--- src/rtl/matrix_skew_feeder.sv ---
// ---------------------------------------------------------------------------
// matrix_skew_feeder
//
// Purpose:
//   Takes one PARALLEL_NUM-wide row per accepted beat and delays lane i by i
//   extra cycles. This produces the diagonal wavefront that a systolic MAC
//   array consumes.
//
//   Rows are grouped into tiles of INTER_NUM beats. After the last beat of a
//   tile the block drains the skew chains. It then pulses tile_done in the
//   cycle the tile's last element leaves lane PARALLEL_NUM-1.
//
//   There is no downstream backpressure.
//
// Handshake:
//   A beat transfers on a rising clk edge where in_valid && in_ready.
//   in_ready depends only on registered state and is low for the whole drain.
//   in_valid/in_row seen while in_ready is low are ignored.
//
// Ports:
//   clk, nrst     clock; asynchronous active-low reset
//   in_valid      row beat present
//   in_row        row elements, lane-indexed
//   in_ready      block accepts a beat this cycle (state != DRAIN)
//   out_valid     per-lane element valid
//   out_data      per-lane skewed element
//   tile_start    one-cycle pulse, the cycle after a tile's first beat
//   tile_done     one-cycle pulse, with the tile's last element on the last lane
//   busy          state != IDLE
//   dbg_state     current FSM state (IDLE=0, FILL=1, DRAIN=2)
//
// Configuration macro:
//   MATRIX_SKEW_ZERO_FILL_EN
//     When defined, out_data[i] reads 0 whenever out_valid[i] is 0.
//     When undefined, invalid lanes carry stale chain data.
// ---------------------------------------------------------------------------
module matrix_skew_feeder #(
  parameter int DATA_WIDTH   = 8,
  parameter int PARALLEL_NUM = 8,
  parameter int INTER_NUM    = 8,
  parameter int CNT_WIDTH    = $clog2(INTER_NUM + 1),
  parameter int DRN_WIDTH    = $clog2(PARALLEL_NUM + 1)
) (
  input  logic                                   clk,
  input  logic                                   nrst,
  input  logic                                   in_valid,
  input  logic [PARALLEL_NUM-1:0][DATA_WIDTH-1:0] in_row,
  output logic                                   in_ready,
  output logic [PARALLEL_NUM-1:0]                out_valid,
  output logic [PARALLEL_NUM-1:0][DATA_WIDTH-1:0] out_data,
  output logic                                   tile_start,
  output logic                                   tile_done,
  output logic                                   busy,
  output logic [1:0]                             dbg_state
);

  typedef enum logic [1:0] {
    IDLE  = 2'd0,
    FILL  = 2'd1,
    DRAIN = 2'd2
  } state_t;

  localparam logic [CNT_WIDTH-1:0] LAST_BEAT = CNT_WIDTH'(INTER_NUM - 1);
  localparam logic [DRN_WIDTH-1:0] LAST_DRN  = DRN_WIDTH'(PARALLEL_NUM - 1);

  state_t                 state_q, state_d;
  logic [CNT_WIDTH-1:0]   cnt_q, cnt_d;
  logic [DRN_WIDTH-1:0]   drn_q, drn_d;
  logic                   tile_start_q, tile_start_d;
  logic                   tile_done_q, tile_done_d;
  logic                   accept;

  // The accepted row is registered once before entering the per-lane chains.
  // This makes lane i show a beat accepted at edge k in the cycle after
  // edge k+1+i.
  logic [PARALLEL_NUM-1:0][DATA_WIDTH-1:0] row_q, row_d;
  logic                                    row_vld_q, row_vld_d;

  assign in_ready  = (state_q != DRAIN);
  assign busy      = (state_q != IDLE);
  assign dbg_state = state_q;
  assign accept    = in_valid && in_ready;

  // -------------------------------------------------------------------------
  // Tile framing FSM
  // -------------------------------------------------------------------------
  always_comb begin
    state_d      = state_q;
    cnt_d        = cnt_q;
    drn_d        = drn_q;
    tile_start_d = 1'b0;
    tile_done_d  = 1'b0;
    case (state_q)
      IDLE: begin
        cnt_d = '0;
        if (accept) begin
          tile_start_d = 1'b1;
          drn_d        = '0;
          if (INTER_NUM == 1) begin
            state_d = DRAIN;
          end else begin
            state_d = FILL;
            cnt_d   = CNT_WIDTH'(1);
          end
        end
      end
      FILL: begin
        if (accept) begin
          if (cnt_q == LAST_BEAT) begin
            state_d = DRAIN;
            cnt_d   = '0;
            drn_d   = '0;
          end else begin
            cnt_d = cnt_q + CNT_WIDTH'(1);
          end
        end
      end
      DRAIN: begin
        drn_d = drn_q + DRN_WIDTH'(1);
        // The last element reaches the final lane register on the edge that
        // ends the drain, so tile_done lines up with it.
        if (drn_q == LAST_DRN) begin
          state_d     = IDLE;
          drn_d       = '0;
          tile_done_d = 1'b1;
        end
      end
      default: begin
        state_d = IDLE;
        cnt_d   = '0;
        drn_d   = '0;
      end
    endcase
  end

  always_comb begin
    row_vld_d = accept;
    row_d     = accept ? in_row : row_q;
  end

  always_ff @(posedge clk or negedge nrst) begin
    if (!nrst) begin
      state_q      <= IDLE;
      cnt_q        <= '0;
      drn_q        <= '0;
      tile_start_q <= 1'b0;
      tile_done_q  <= 1'b0;
      row_q        <= '0;
      row_vld_q    <= 1'b0;
    end else begin
      state_q      <= state_d;
      cnt_q        <= cnt_d;
      drn_q        <= drn_d;
      tile_start_q <= tile_start_d;
      tile_done_q  <= tile_done_d;
      row_q        <= row_d;
      row_vld_q    <= row_vld_d;
    end
  end

  assign tile_start = tile_start_q;
  assign tile_done  = tile_done_q;

  // -------------------------------------------------------------------------
  // Skew chains
  //
  // Lane i is i+1 registers deep. The chains shift every cycle, so a cycle
  // without an accepted beat travels down as a bubble.
  // -------------------------------------------------------------------------
  for (genvar i = 0; i < PARALLEL_NUM; i++) begin : g_lane
    logic [i:0][DATA_WIDTH-1:0] dat_q, dat_d;
    logic [i:0]                 vld_q, vld_d;

    always_comb begin
      dat_d    = dat_q;
      vld_d    = vld_q;
      dat_d[0] = row_q[i];
      vld_d[0] = row_vld_q;
      for (int s = 1; s <= i; s++) begin
        dat_d[s] = dat_q[s-1];
        vld_d[s] = vld_q[s-1];
      end
    end

    always_ff @(posedge clk or negedge nrst) begin
      if (!nrst) begin
        dat_q <= '0;
        vld_q <= '0;
      end else begin
        dat_q <= dat_d;
        vld_q <= vld_d;
      end
    end

    assign out_valid[i] = vld_q[i];
`ifdef MATRIX_SKEW_ZERO_FILL_EN
    assign out_data[i] = vld_q[i] ? dat_q[i] : '0;
`else
    assign out_data[i] = dat_q[i];
`endif
  end

endmodule

--- config.mk ---
export PLATFORM = sky130hd
export DESIGN_NAME = matrix_skew_feeder
export DESIGN_NICKNAME = d
export VERILOG_FILES = /design/src/rtl/matrix_skew_feeder.sv
export SDC_FILE = /design/constraint.sdc
export NUM_CORES = 1
export LEC_CHECK = 0
export BUFFER_PORTS_ARGS = -buffer_cell sky130_fd_sc_hd__buf_2
export CORE_MARGIN = 8
export CORE_UTILIZATION = 25
export DETAILED_ROUTE_END_ITERATION = 12
export GPL_TIMING_DRIVEN = 0
export PLACE_DENSITY_LB_ADDON = 0.08
export SETUP_SLACK_MARGIN = 0.2
export SLEW_MARGIN = 0
export SYNTH_ARGS = -nofsm -noshare
export SYNTH_HDL_FRONTEND = slang
export SYNTH_SLANG_ARGS = --single-unit
--- constraint.sdc ---
create_clock -name clk -period 2.65 [get_ports clk]
set_input_delay 0.265 -clock clk [delete_from_list [all_inputs] [get_ports clk]]
set_output_delay 0.265 -clock clk [all_outputs]
set_load 0.01 [all_outputs]
Word level (Yosys, flattened, before mapping):

Cells that the tools add are included.

* flip-flop bits (word level): 401
* bits in latches: 0
* bits in writable memories: 0
* memory bits (read-only): 0
* input bits: 67
* memories kept: 0

* add/sub/neg operators: 2
* multiply operators: 0
* divide/modulo/power cells: 0
* magnitude comparators: 0
* eq/ne operators: 9
* shift operators: 0
* mux-type cells: 18
* bitwise gates (word level): 1
* reduce and logical (&&, ||, !) cells: 6

Operators with widths (count)
* two-way mux 4 bit: 6
* case mux 4 bit (3 select lines): 2
* != test 2 bit, second input constant: 5
* adder 4 x 1 -> 4 bit, second input constant: 2
* equality test 4 x 3 -> 1 bit, second input constant: 2
* two-way mux 2 bit: 4
* case mux 2 bit (3 select lines): 1
* two-way mux 1 bit: 5
* AND reduction 4 bit: 1
* AND reduction 3 bit: 1
* equality test 2 x 1 -> 1 bit, second input constant: 1
* equality test 2 bit, second input constant: 1
* logical NOT 2 bit: 1
* AND reduction 2 bit: 1
* nonzero test 2 bit: 1
* logical AND 1 bit: 1
* inverter 1 bit: 1

Depth between registers and ports, before layout:

* word-level depth: 4
* depth in mapped cells: 6
* mapped depth without buffers: 4

Worst setup path after synthesis:

No wires, ideal clock.

* kind: register to register
* start: reg state_q[1] (netlist: dbg_state[1])
* end: reg row_q (netlist bit g_lane[1].dat_d[0])
* setup time: 0.125 ns
* arrival: 1.419 ns
* setup slack: 1.106 ns
* stages on the path, launching flop included: 7
* buffers on the path: 2
* clock period less this slack: 1.544 ns
* cell sequence: dfrtp_1 -> nor2b_4 -> inv_4 -> nand2_4 -> buf_12 -> buf_12 -> mux2_4

* cells in the longest elaborated chain, start to end: 2

Ends and longest elaborated chain
* from (decl): line 66 `state_t state_q, state_d;`
* from (signal assigned): line 151 `state_q <= state_d;`
* != test 2 bit: line 79 `assign in_ready = (state_q != DRAIN);`
* via in_ready: line 48 `output logic in_ready,`
* logical AND 1 bit: line 82 `assign accept = in_valid && in_ready;`
* to (signal assigned): line 156 `row_q <= row_d;`
* to (decl): line 76 `logic [PARALLEL_NUM-1:0][DATA_WIDTH-1:0] row_q, row_d;`

The timed path passes the listed nets, and every way through them passes these cells.
A chain may end at the register's enable or synchronous reset.

Final worst setup path:

* start: reg state_q[0] (netlist: dbg_state[0])
* end: out in_ready

* cells in the longest elaborated chain, start to end: 1

Ends and longest elaborated chain (line)
* != test 2 bit: 79
* to (decl): 48

No other way between the ends.

==> summary.md <==
| Metric | Value |
|---|---|
| Worst-Skew Late Latency | 0.54 ns |
| Nets@finish | 812 |
| Dpl cell area | 0.0122 sq mm |
| Unrepaired setup endpoints after global routing | no |
| CP startpoint | dbg_state[0] |
| Core area | 0.0420 sq mm |
| Clk root buf | clkbuf_16 |
| Clock Skew | 0.0181 ns |
| Io pins | 145 |
| Fillcell total | 4032 |
| Starting Density | 0.254 |
| CP Max Fanout | 9 |
| Min Tclk post-route | 1.78 ns |
| Final worst setup slack | 0.866 ns |
| CTS Buf Count | 41 |
| Pleak | 6.59 nW |
| Routed len/inst | 14.2 um |
| Status | finished, final reports clean |
| Largest net degree at the start of global routing | 133 |
| Sequential fraction of the synthesis area | 0.874 |
| # DRC | 0 |
| Slew HR | 0.551 |
| Cell with the most instances after synthesis | dfrtp_1 |
| CTS Buffer Depth | 3 |
| WS Path Type | register to primary output |
| Die Ht | 223 um |
| R2R cell count | 6 |
| Routed Antenna Nets | 0 |
| Routability Congestion | 0.725 |
| Synth-to-Final Area Change | 32.5% |
| Fmax | 561 MHz |
| Worst reg2reg endpoint | g_lane[3].dat_d[1] |
| CP Capture Type | primary output |
| Cts hold-fix bufs | 65 |
| WHS | 0.0739 ns |
| Die width | 223 um |
| Post-synth EDFFs | 0 |
| Met2 Use GR | 0.121 |
| Fraction of registers with async set/reset | 1.00 |
| Post-CTS Resized | 0 |
| Crit share post-route | 0.673 |
| FF-to-FF setup slack | 0.94 ns |
| Area leader, netlist | dfrtp_1 |
| Power Dens Cells | 1120 mW/mm^2 |
| Top cells by area, synth | dfrtp_1 87%, mux2_4 6.9%, mux2_2 1.6% |
| Global route total overflow | 0 |
| First-pass GRT wire length | 31200 um |
| Slew @ Worst Pin | 0.674 ns |
| CP Launch Type | register |
| Antenna cells | 0 |
| H-tree Lvls | 2 |
| Setup crit end | in_ready |
| Setup slack at placement | 0.944 ns |
| Clk sinks | 373 |
| Synth warnings | 0 |
| Initial drt markers | 251 |
| Syn nets | 558 |
| IO buf count | 143 |
| Post-DP HPWL | 11200 um |
| Met1 Use GR | 0.0948 |
| CTS tree | done |
| Ys flop type | dfrtp_1 |
| Post-route cell area | 0.0141 sq mm |
| Req. time, crit path | 2.38 ns |
| Die area | 0.0496 sq mm |
| Area share of the largest cell type after synthesis | 0.874 |
| Site Rows | 75 |
| Via count of the first global-routing pass | 5526 |
| Initial antenna violation count | 0 |
| GR peak layer | met2 |
| Worst vdd ir | 0.464 mV |
| Drt via density | 3.59 |
| Max cap viols | 0 |
| #FFs+latches synth | 373 |
| GRT Total Usage | 0.0788 |
| Final wirelength | 18600 um |
| Final hold vios | 0 |
| Post-Syn Area | 0.0107 sq mm |
| Final Max Tran Viols | 0 |
| Worst Hold Class | input pin to register |
| Number of distinct library cells after synthesis | 32 |
| Reg clk slew, reported paths | 0.06 ns |
| Drt pass-1 iters | 4 |
| Most frequent cells after synthesis | 373 x dfrtp_1, 49 x mux2_4, 15 x mux2_2 |
| Reg-to-Reg Start | dbg_state[0] |
| Synth Area per Inst | 21.8 sq um |
| Crit path DAT | 1.52 ns |
| Via count | 4704 |
| Mapped Cells | 489 |
| Setup repair bufs after CTS | 0 |
| Share of post-route cells with drive strength above 1 | 0.370 |
| Met3 Use GR | 0.0294 |
| Endpoints failing setup | 0 |
registers in the layout, indices dropped and copies added (netlist names):
register,flops
tile_start,1
g_lane.dat_q,8
dbg_state,2
tile_done,1
drn_q,4
cnt_q,4
out_data,56
g_lane.vld_q,8
g_lane.dat_d,288
g_lane.vld_d,1
worst min path at each step:
stage	from	end	slack [ns]	cells past startpoint
finish	in_valid	tile_start	0.07	2
global route	in_valid	tile_start	0.05	2
CTS	in_valid	tile_start	0.02	2
detailed placement	nrst	out_data[60]	0.18	1
global placement	g_lane[5].dat_d[23]	g_lane[5].dat_d[31]	0.33	0
floorplan	nrst	cnt_q[0]	-0.03	0
cell type report:
class	instances	area, sq um	share of cell area
inverter	5	21.3	0.00150
buffer	9	143	0.0101
clock inverter	7	45.0	0.00318
tap	539	674	0.0477
sequential	373	9330	0.660
timing repair buffer	211	1460	0.103
multi-input combinational	102	1180	0.0835
clock buffer	66	1290	0.0913
cells by family (layout without fill, tap and decap cells):
logic type                 after synthesis  in the layout  share of synthesized area
DFF                                    373            373                      0.874
muxes                                   64             64                     0.0847
adders and majority gates                2              2                    0.00234
and+or+nand+nor                         21             21                     0.0131
buffers and inverters                   14            298                     0.0153
AOI/OAI and AO/OA                       15             15                     0.0104
power breakdown:
| part | switching, mW | internal (mW) | leakage (nW) |
|---|---|---|---|
| Sequential | 0.644 | 7.68 | 4.37 |
| Clock | 2.18 | 3.33 | 0.660 |
| Combinational | 0.925 | 1.07 | 1.56 |
| Total | 3.75 | 12.1 | 6.59 |
placed cells by master, fill, tap and decap left out, types with 2 or more instances in the layout:
master	instances
a21oi_1	2
a22o_1	2
a32o_1	2
buf_12	6
buf_16	3
buf_2	142
buf_4	3
clkbuf_1	10
clkbuf_16	43
clkbuf_8	13
clkinv_2	4
dfrtp_1	373
dlygate4sd3_1	65
ha_1	2
inv_1	4
mux2_2	15
mux2_4	49
nand2_1	2
nand4_1	2
nor2_1	2
nor2b_1	2
nor3b_1	2
nor4_1	2
o21ai_0	4
through the flow:
step / utilization / cells / setup TNS [ns] / power [mW]
3_5_place_dp: 0.289 / 1174 / 0 / 10.4
3_3_place_gp: 0.287 / 1171 / -2050.59 / 10.3
5_1_grt: 0.337 / 1312 / 0 / 16.8
4_1_cts: 0.337 / 1312 / 0 / 16.2
2_1_floorplan: - / 489 / 0 / 9.38
6_report: 0.337 / 1312 / 0 / 15.8
critical path, stage by stage, from the launching register on:
cell     delay (ns)
dfrtp_1        0.46
nor2b_4        0.27
inv_4          0.09
buf_2          0.15
layer usage:
metal,up-vias,part of all wire
li1,2124,-
met4,0,0.039
met2,117,0.47
met1,2410,0.42
met3,53,0.068
met5,-,0
(Power assumes the default switching activity.)
